[config.mk]
export PLATFORM = sky130hd
export DESIGN_NAME = serial_adder
export DESIGN_NICKNAME = d
export VERILOG_FILES = /design/src/rtl/serial_adder_pkg.sv /design/src/rtl/fa_cell.sv /design/src/rtl/serial_adder.sv
export SDC_FILE = /design/constraint.sdc
export NUM_CORES = 1
export LEC_CHECK = 0
export BUFFER_PORTS_ARGS = -buffer_cell sky130_fd_sc_hd__buf_2
export CORE_MARGIN = 10
export CORE_UTILIZATION = 25
export DETAILED_ROUTE_END_ITERATION = 10
export PLACE_DENSITY_LB_ADDON = 0.3
export SKIP_CTS_REPAIR_TIMING = 1
export SYNTH_ARGS = -nofsm -noshare
export SYNTH_HDL_FRONTEND = slang
export SYNTH_SLANG_ARGS = --single-unit
[constraint.sdc]
create_clock -name clk -period 1.55 [get_ports clk]
set_clock_uncertainty 0.2 [all_clocks]
set_input_delay 0.2325 -clock clk [delete_from_list [all_inputs] [get_ports clk]]
set_output_delay 0.2325 -clock clk [all_outputs]
set_load 0.02 [all_outputs]
[src/rtl/serial_adder_pkg.sv]
// rtl/serial_adder_pkg.sv - shared types and elaboration helpers for serial_adder
//
// Purpose : FSM state encoding, counter-width helper and parameter sanity check
//           used by the serial_adder top.
// Ports   : none (package)
package serial_adder_pkg;

  typedef enum logic [1:0] {
    IDLE = 2'b00,
    RUN  = 2'b01,
    DONE = 2'b10
  } state_t;

  // Slice counter width; a single-slice adder still needs one counter bit.
  function automatic int cnt_width(input int n);
    if (n <= 2) return 1;
    return $clog2(n);
  endfunction

  // Operands must split into whole slices and be at least two bits wide.
  function automatic bit split_ok(input int width, input int bpc);
    return (bpc > 0) && (width >= 2) && ((width % bpc) == 0);
  endfunction

endpackage

[src/rtl/fa_cell.sv]
// rtl/fa_cell.sv - single-bit combinational full adder
//
// Purpose : one full-adder cell; the serial adder chains several of these
//           ripple-style to form one slice.
// Ports   : a, b  in  operand bits
//           ci    in  carry in
//           s     out sum bit
//           co    out carry out
module fa_cell (
  input  logic a,
  input  logic b,
  input  logic ci,
  output logic s,
  output logic co
);

  assign s  = a ^ b ^ ci;
  assign co = (a & b) | (ci & (a ^ b));

endmodule

[src/rtl/serial_adder.sv]
// rtl/serial_adder.sv - multi-cycle adder processing BITS_PER_CYCLE bits per clock
//
// Purpose : adds a + b + cin, LSB slice first, one slice per RUN cycle, using a
//           ripple chain of fa_cell instances. Start/done handshake.
// Ports   : clk       in   clock, rising edge
//           reset     in   asynchronous active-high reset
//           start     in   request, accepted in IDLE or DONE
//           a, b      in   WIDTH-bit operands, captured on the accepting edge
//           cin       in   carry in, captured on the accepting edge
//           busy      out  high while in RUN
//           done      out  one-cycle pulse in DONE
//           sum       out  WIDTH-bit result, updated only on entry to DONE
//           cout      out  carry out of the MSB
//           overflow  out  signed overflow of the addition
module serial_adder
  import serial_adder_pkg::*;
#(
  parameter int WIDTH          = 8,
  parameter int BITS_PER_CYCLE = 1
) (
  input  logic             clk,
  input  logic             reset,
  input  logic             start,
  input  logic [WIDTH-1:0] a,
  input  logic [WIDTH-1:0] b,
  input  logic             cin,
  output logic             busy,
  output logic             done,
  output logic [WIDTH-1:0] sum,
  output logic             cout,
  output logic             overflow
);

  localparam int N        = WIDTH / BITS_PER_CYCLE;
  localparam int CW       = cnt_width(N);
  localparam int LAST_CNT = N - 1;

  if (!split_ok(WIDTH, BITS_PER_CYCLE)) begin : g_bad_split
    $error("serial_adder: WIDTH must be >= 2 and a multiple of BITS_PER_CYCLE");
  end

  state_t            state;
  state_t            state_next;
  logic [CW-1:0]     cnt;
  logic [WIDTH-1:0]  a_sr;
  logic [WIDTH-1:0]  b_sr;
  logic [WIDTH-1:0]  res_sr;
  logic              carry;

  logic              accept;
  logic              last;
  logic              step;

  logic [BITS_PER_CYCLE:0]   chain;
  logic [BITS_PER_CYCLE-1:0] slice_sum;
  logic [WIDTH-1:0]          res_next;

  // Ripple chain for one slice; chain[0] is the carry held between cycles.
  assign chain[0] = carry;

  for (genvar i = 0; i < BITS_PER_CYCLE; i++) begin : g_slice
    fa_cell u_fa (
      .a  (a_sr[i]),
      .b  (b_sr[i]),
      .ci (chain[i]),
      .s  (slice_sum[i]),
      .co (chain[i+1])
    );
  end

  // Result fills from the MSB side, so after N slices the LSB slice sits at bit 0.
  assign res_next = (res_sr >> BITS_PER_CYCLE)
                  | (WIDTH'(slice_sum) << (WIDTH - BITS_PER_CYCLE));

  always_comb begin
    state_next = state;
    accept     = 1'b0;
    last       = 1'b0;
    case (state)
      IDLE: begin
        if (start) begin
          accept     = 1'b1;
          state_next = RUN;
        end
      end
      RUN: begin
        if (cnt == CW'(LAST_CNT)) begin
          last       = 1'b1;
          state_next = DONE;
        end
      end
      DONE: begin
        if (start) begin
          accept     = 1'b1;
          state_next = RUN;
        end else begin
          state_next = IDLE;
        end
      end
      default: state_next = IDLE;
    endcase
  end

  assign step = (state == RUN);

  always_ff @(posedge clk or posedge reset) begin
    if (reset) begin
      state <= IDLE;
    end else begin
      state <= state_next;
    end
  end

  always_ff @(posedge clk or posedge reset) begin
    if (reset) begin
      cnt      <= '0;
      a_sr     <= '0;
      b_sr     <= '0;
      res_sr   <= '0;
      carry    <= 1'b0;
      sum      <= '0;
      cout     <= 1'b0;
      overflow <= 1'b0;
    end else if (accept) begin
      cnt    <= '0;
      a_sr   <= a;
      b_sr   <= b;
      res_sr <= '0;
      carry  <= cin;
    end else if (step) begin
      a_sr   <= a_sr >> BITS_PER_CYCLE;
      b_sr   <= b_sr >> BITS_PER_CYCLE;
      res_sr <= res_next;
      carry  <= chain[BITS_PER_CYCLE];
      cnt    <= cnt + CW'(1);
      if (last) begin
        // On the final slice the top cell is bit WIDTH-1, so its carry-in is
        // the carry into the MSB.
        cnt      <= '0;
        sum      <= res_next;
        cout     <= chain[BITS_PER_CYCLE];
        overflow <= chain[BITS_PER_CYCLE] ^ chain[BITS_PER_CYCLE-1];
      end
    end
  end

  assign busy = (state == RUN);
  assign done = (state == DONE);

endmodule

* Yosys cells after proc, flatten, opt, wreduce, memory -nomap -nowiden
Cells that the tools add are included.
** Storage, ports and cells
- Bits in registers :: 40
- Bits in latches :: 0
- Memory bits (writable) :: 0
- Memory bits (read-only) :: 0
- Input port bits :: 20
- Output and inout bits :: 12
- Memories :: 0
** Cells by class
- Add/sub/neg operators :: 1
- Multipliers :: 0
- Div/mod/pow operators :: 0
- Magnitude comparators :: 0
- Eq/ne operators :: 5
- Shift-type cells :: 0
- Muxes and demuxes :: 19
- Bitwise gates (word level) :: 8
- Reductions and logical operators :: 5
** Operator list (count)
- 2-to-1 mux 8 bit :: 6
- 2-to-1 mux 3 bit :: 3
- OR 7 x 8 -> 8 bit :: 1
- 2-to-1 mux 1 bit :: 7
- case mux 2 bit (3 select lines) :: 1
- 2-to-1 mux 2 bit :: 2
- adder 3 x 1 -> 3 bit, second input constant :: 1
- == test 3 bit, second input constant :: 1
- AND reduction 3 bit :: 1
- bitwise XOR 1 bit :: 3
- AND 1 bit :: 2
- == test 2 x 1 -> 1 bit, second input constant :: 1
- == test 2 bit, second input constant :: 1
- zero test 2 bit :: 1
- inequality test 2 x 1 -> 1 bit, second input constant :: 1
- inequality test 2 bit, second input constant :: 1
- AND reduction 2 bit :: 1
- nonzero test 2 bit :: 1
- OR reduction 2 bit :: 1
- NOT 1 bit :: 1
- OR 1 bit :: 1

* Logic depth before layout (Yosys ltp)
- Depth in word-level cells :: 6
- Gate-level depth with buffers :: 6
- Mapped depth without buffers :: 5

* By module
Synthesis repeated with hierarchy kept, for this count alone.
** Second synthesis, totals
- Cells, all modules :: 172
- Area total of the unflattened synthesis :: 1898.1 um^2
** Modules (own cells, without submodules)
- serial_adder :: instances 1, cells each 171, area an instance 1878.1 um^2
- fa_cell :: instances 1, cells each 1, area an instance 20.0 um^2

* Worst setup path before layout
No wires, ideal clock.
- Path kind :: reg2reg
- Start point :: register cnt[0]
- End point :: register sum[0]
- Arrival :: 1.330 ns
- Setup slack :: -0.105 ns
- Stages on the path, launching flop included :: 6
- Clock period less this slack :: 1.655 ns
- Path through :: dfrtp_1 -> ha_1 -> ha_1 -> nand3b_4 -> buf_6 -> mux2_4
** On the way
- Word-level cells in the longest chain between the ends :: 4
** Ends and longest elaborated chain
- start, declared :: line serial_adder.sv:44 : logic [CW-1:0] cnt;
- start signal, assigned :: line serial_adder.sv:135 : cnt <= cnt + CW'(1);
- == test 3 bit :: line serial_adder.sv:87 : if (cnt == CW'(LAST_CNT)) begin
- 2-to-1 mux 1 bit :: line serial_adder.sv:87
- 2-to-1 mux 1 bit :: line serial_adder.sv:79 : case (state)
- AND reduction 3 bit (no line)
- end signal, assigned :: line serial_adder.sv:140 : sum <= res_next;
- end, declared :: line serial_adder.sv:29 : output logic [WIDTH-1:0] sum,
Every way passes these cells.
A chain may end at the register's enable or synchronous reset.

* Worst setup path after layout
- Start point :: register carry
- End point :: register res_sr[7]
** On the way
- Word-level cells in the longest chain between the ends :: 4
** Ends and longest elaborated chain
- start, declared :: line serial_adder.sv:48 : logic carry;
- start signal, assigned :: line serial_adder.sv:129 : carry <= cin;
- start signal, assigned :: line serial_adder.sv:134 : carry <= chain[BITS_PER_CYCLE];
- bitwise XOR 1 bit :: line fa_cell.sv:17 : assign s = a ^ b ^ ci;
- named net g_slice[0].u_fa.s :: line fa_cell.sv:13 : output logic s,
- OR 7 x 8 -> 8 bit :: line serial_adder.sv:73 : | (WIDTH'(slice_sum) << (WIDTH - BITS_PER_CYCLE));
- 2-to-1 mux 8 bit :: line serial_adder.sv:130 : end else if (step) begin
- 2-to-1 mux 8 bit :: line serial_adder.sv:124 : end else if (accept) begin
- end signal, assigned :: line serial_adder.sv:133 : res_sr <= res_next;
- end, declared :: line serial_adder.sv:47 : logic [WIDTH-1:0] res_sr;
The timed path passes the listed nets, and every way through them passes these cells. The select of a mux whose other input is x is not followed.

==> summary.md <==
| Metric | Value |
|---|---|
| Final Critical Period | `roughly 1.6 ns` |
| Core region area | `around 7200 um2` |
| Port Buf Inserts | `31` |
| Setup tns final | `-0.0151 ns` |
| Yosys warnings | `0` |
| Register area share after synthesis | `between 50% and 60%` |
| Endpoints failing setup | `2` |
| Crit share post-route | `101%` |
| Die W | `106 um` |
| Max-Cap Viols | `0` |
| Clock Sinks | `39` |
| Die Ht | `106 um` |
| Largest area contributor in the netlist | `dfrtp_1` |
| Area of the die | `~11000 um2` |
| Layout area overhead | `35.2%` |
| CTS Buffer Depth | `2` |
| Clock Power Share | `around 18%` |
| Slew margin rel. | `a little under nine tenths` |
| Number of synthesized register bits | `39` |
| Via density | `4.23` |
| Number of global-route vias before repair | `about 1400` |
| Pwr dens | `1990 nW/um2` |
| Crit Path Max Fanout | `2` |
| Setup ws final | `-0.00895 ns` |
| P_sw | `1.72 mW` |
| Final WL | `~4200 um` |
| Failing checks | `setup timing` |
| Power Internal | `3.25 mW` |
| Placer Congestion | `0.689` |
| Most used DFF post-synth | `dfrtp_1` |
| Final Hold Slack | `roughly 0.019 ns` |
| Final core occ | `approximately a third` |
| Status | `finished, violations left` |
| Worst vdd ir | `around 640 uV` |
| CTS root buf | `clkbuf_8` |
| Total track usage | `7.29%` |
| Post-synthesis cell type count | `28` |
| Grt ovf | `0` |
| Non-Filler Instances | `between 300 and 400` |
| Post-Syn Instances | `158` |
| Largest net degree at the start of global routing | `40` |
| WS Path Type | `register to register` |
| Fraction of registers with async set/reset | `100%` |
| Ant diodes | `0` |
| CTS tree | `yes` |
| Post-synth top cells | `dfrtp_1, a21oi_1, inv_1` |
| FP Rows | `31` |
| Max Used Layer | `met4` |
| Layout cell share with drive strength beyond 1 | `a little over two fifths` |
| Number of flops mapped to enable cells by yosys | `0` |
| NumNets Final | `around 240` |
| Worst hold path type | `primary input to register` |
| DRC violations left | `0` |
| Worst skew pair latency | `0.29 ns` |
| Switching Share | `34.6%` |
| Initial DRC Count | `between 60 and 70` |
| H-tree lvl count | `2` |
| Synth top area share | `52.6%` |
| Mapped Nets | `roughly 180` |
| Worst Setup Start Kind | `register` |
| Fmax | `between 0.6 and 0.7 GHz` |
| ANT nets after route | `0` |
| Largest cells by area after synthesis | `dfrtp_1, mux2_4, mux2_2` |
| Critical Path RT | `approximately 1.5 ns` |
| WL met3 | `around 330 um` |
| Synth Area per Inst | `11.7 um2` |
| Power share of the combinational group | `46.1%` |
| Most common cell in the synthesized netlist | `dfrtp_1` |
| Mapped cell area | `about 1900 um2` |
| Leak | `between 1 and 1.5 nW` |
| Arrival time at the worst endpoint | `about 1.5 ns` |
| Met1 Routed Length | `between 1500 and 2000 um` |
| Routed wire per std cell | `~13 um` |
| First-pass GRT wire length | `about 6700 um` |
| Final Hold Viols | `0` |
| Initial antenna violation count | `0` |
| CP Capture Type | `register` |
| Clk slew on worst S/H paths | `around 0.08 ns` |
| Placed cell count | `between 200 and 300` |
| Met2 WL | `~1900 um` |
| Total CTS buffers | `5` |
| RSZ-0062 raised after global routing | `true` |
| Reg power frac | `between 30% and 40%` |
| Vias | `roughly 1300` |
| DP Wirelength | `approximately 2900 um` |
| Worst Tran Pin Value | `0.220 ns` |
| First-pass DRT Iterations | `3` |
| IO Count | `32` |
| Final slew viol count | `0` |
| Initial cell density of the core | `around 26%` |
cell type report:
class                      instances  area, um2
clock buffer                       6       82.6
clock inverter                     2       35.0
fill                             756       4710
inverter                          13       51.3
multi-input combinational         97        820
sequential                        39        978
tap                               99        124
timing repair buffer              59        417
power by group through the flow:
stage / registers (mW) / logic [mW] / clock network (mW)
after global placement: 1.82 / 1.97 / 0
final: 1.80 / 2.29 / 0.887
after detailed placement: 1.83 / 2.00 / 0
after floorplan: 1.89 / 1.36 / 0
after CTS: 1.81 / 2.00 / 0.907
after global routing: 1.87 / 2.54 / 0.959
flip-flops by register name (all words and copies together) (netlist names), 2 cells and up:
name	flops
a_sr	8
b_sr	8
sum	8
res_sr	7
cnt	3
state	2
worst max-delay path: stages, from the launching register on:
cell and delay [ns]:
dfrtp_1 0.41, fa_2 0.47, mux2_4 0.28, nand2_2 0.05, o21ai_1 0.05
routing by layer:
layer  up-vias  GRT usage (%)
li1        667              -
met1       636           8.95
met2        29           11.1
met3         2           3.74
met4         0           1.74
met5         -              0
worst paths after layout:
kind | startpoint | slack, ns | depth (start not counted) | endpoint
worst max-delay path | carry$_DFFE_PP0P_ | -0.009 | 4 | res_sr[7]$_DFFE_PP0P_
worst min-delay path | b[2] | 0.02 | 3 | b_sr[2]$_DFFE_PP0P_
max in group asynchronous | reset | 0.60 | 4 | state[0]$_DFFE_PP0P_
worst min register to register | overflow$_DFFE_PP0P_ | 0.28 | 2 | overflow$_DFFE_PP0P_
min in group asynchronous | reset | 0.33 | 4 | sum[5]$_DFFE_PP0P_
worst max register to register | carry$_DFFE_PP0P_ | -0.009 | 4 | res_sr[7]$_DFFE_PP0P_
per-stage QoR:
| stage | setup slack, ns | total power, mW | instance area [um2] |
|---|---|---|---|
| global placement | -0.0317 | 3.78 | 2220 |
| detailed placement | -0.0580 | 3.83 | 2220 |
| CTS | -0.212 | 4.72 | 2340 |
| global route | -0.0558 | 5.36 | 2510 |
| finish | -0.00895 | 4.98 | 2510 |
| floorplan | -0.00976 | 3.25 | 1880 |
layout by cell type (no fill, tap or decap), types with 2 or more instances in the layout:
master	n
dfrtp_2	2
nand2_1	6
mux2i_1	6
dfrtp_1	37
mux2_2	6
o22ai_1	9
a211oi_1	4
nor2b_1	4
a22o_1	5
a21oi_1	13
mux2_4	10
nand3b_1	2
clkbuf_8	6
nand2b_1	4
a21o_1	2
buf_2	29
buf_4	22
inv_1	12
nand3b_4	2
buf_12	2
buf_6	5
nand3_1	5
o21ai_0	7
cells by family (layout without fill, tap and decap cells):
logic type                 Yosys count  in the layout  share of synthesized area [%]
DFF                                 39             39                           52.6
buffers and inverters               23             80                           6.75
muxes                               22             22                           14.4
adders and majority gates            3              3                           2.43
and+or+nand+nor                     28             29                           9.38
AOI/OAI and AO/OA                   42             42                           14.0
xor gates and xnor gates             1              1                          0.472
Power figures use the tool's default switching activity.
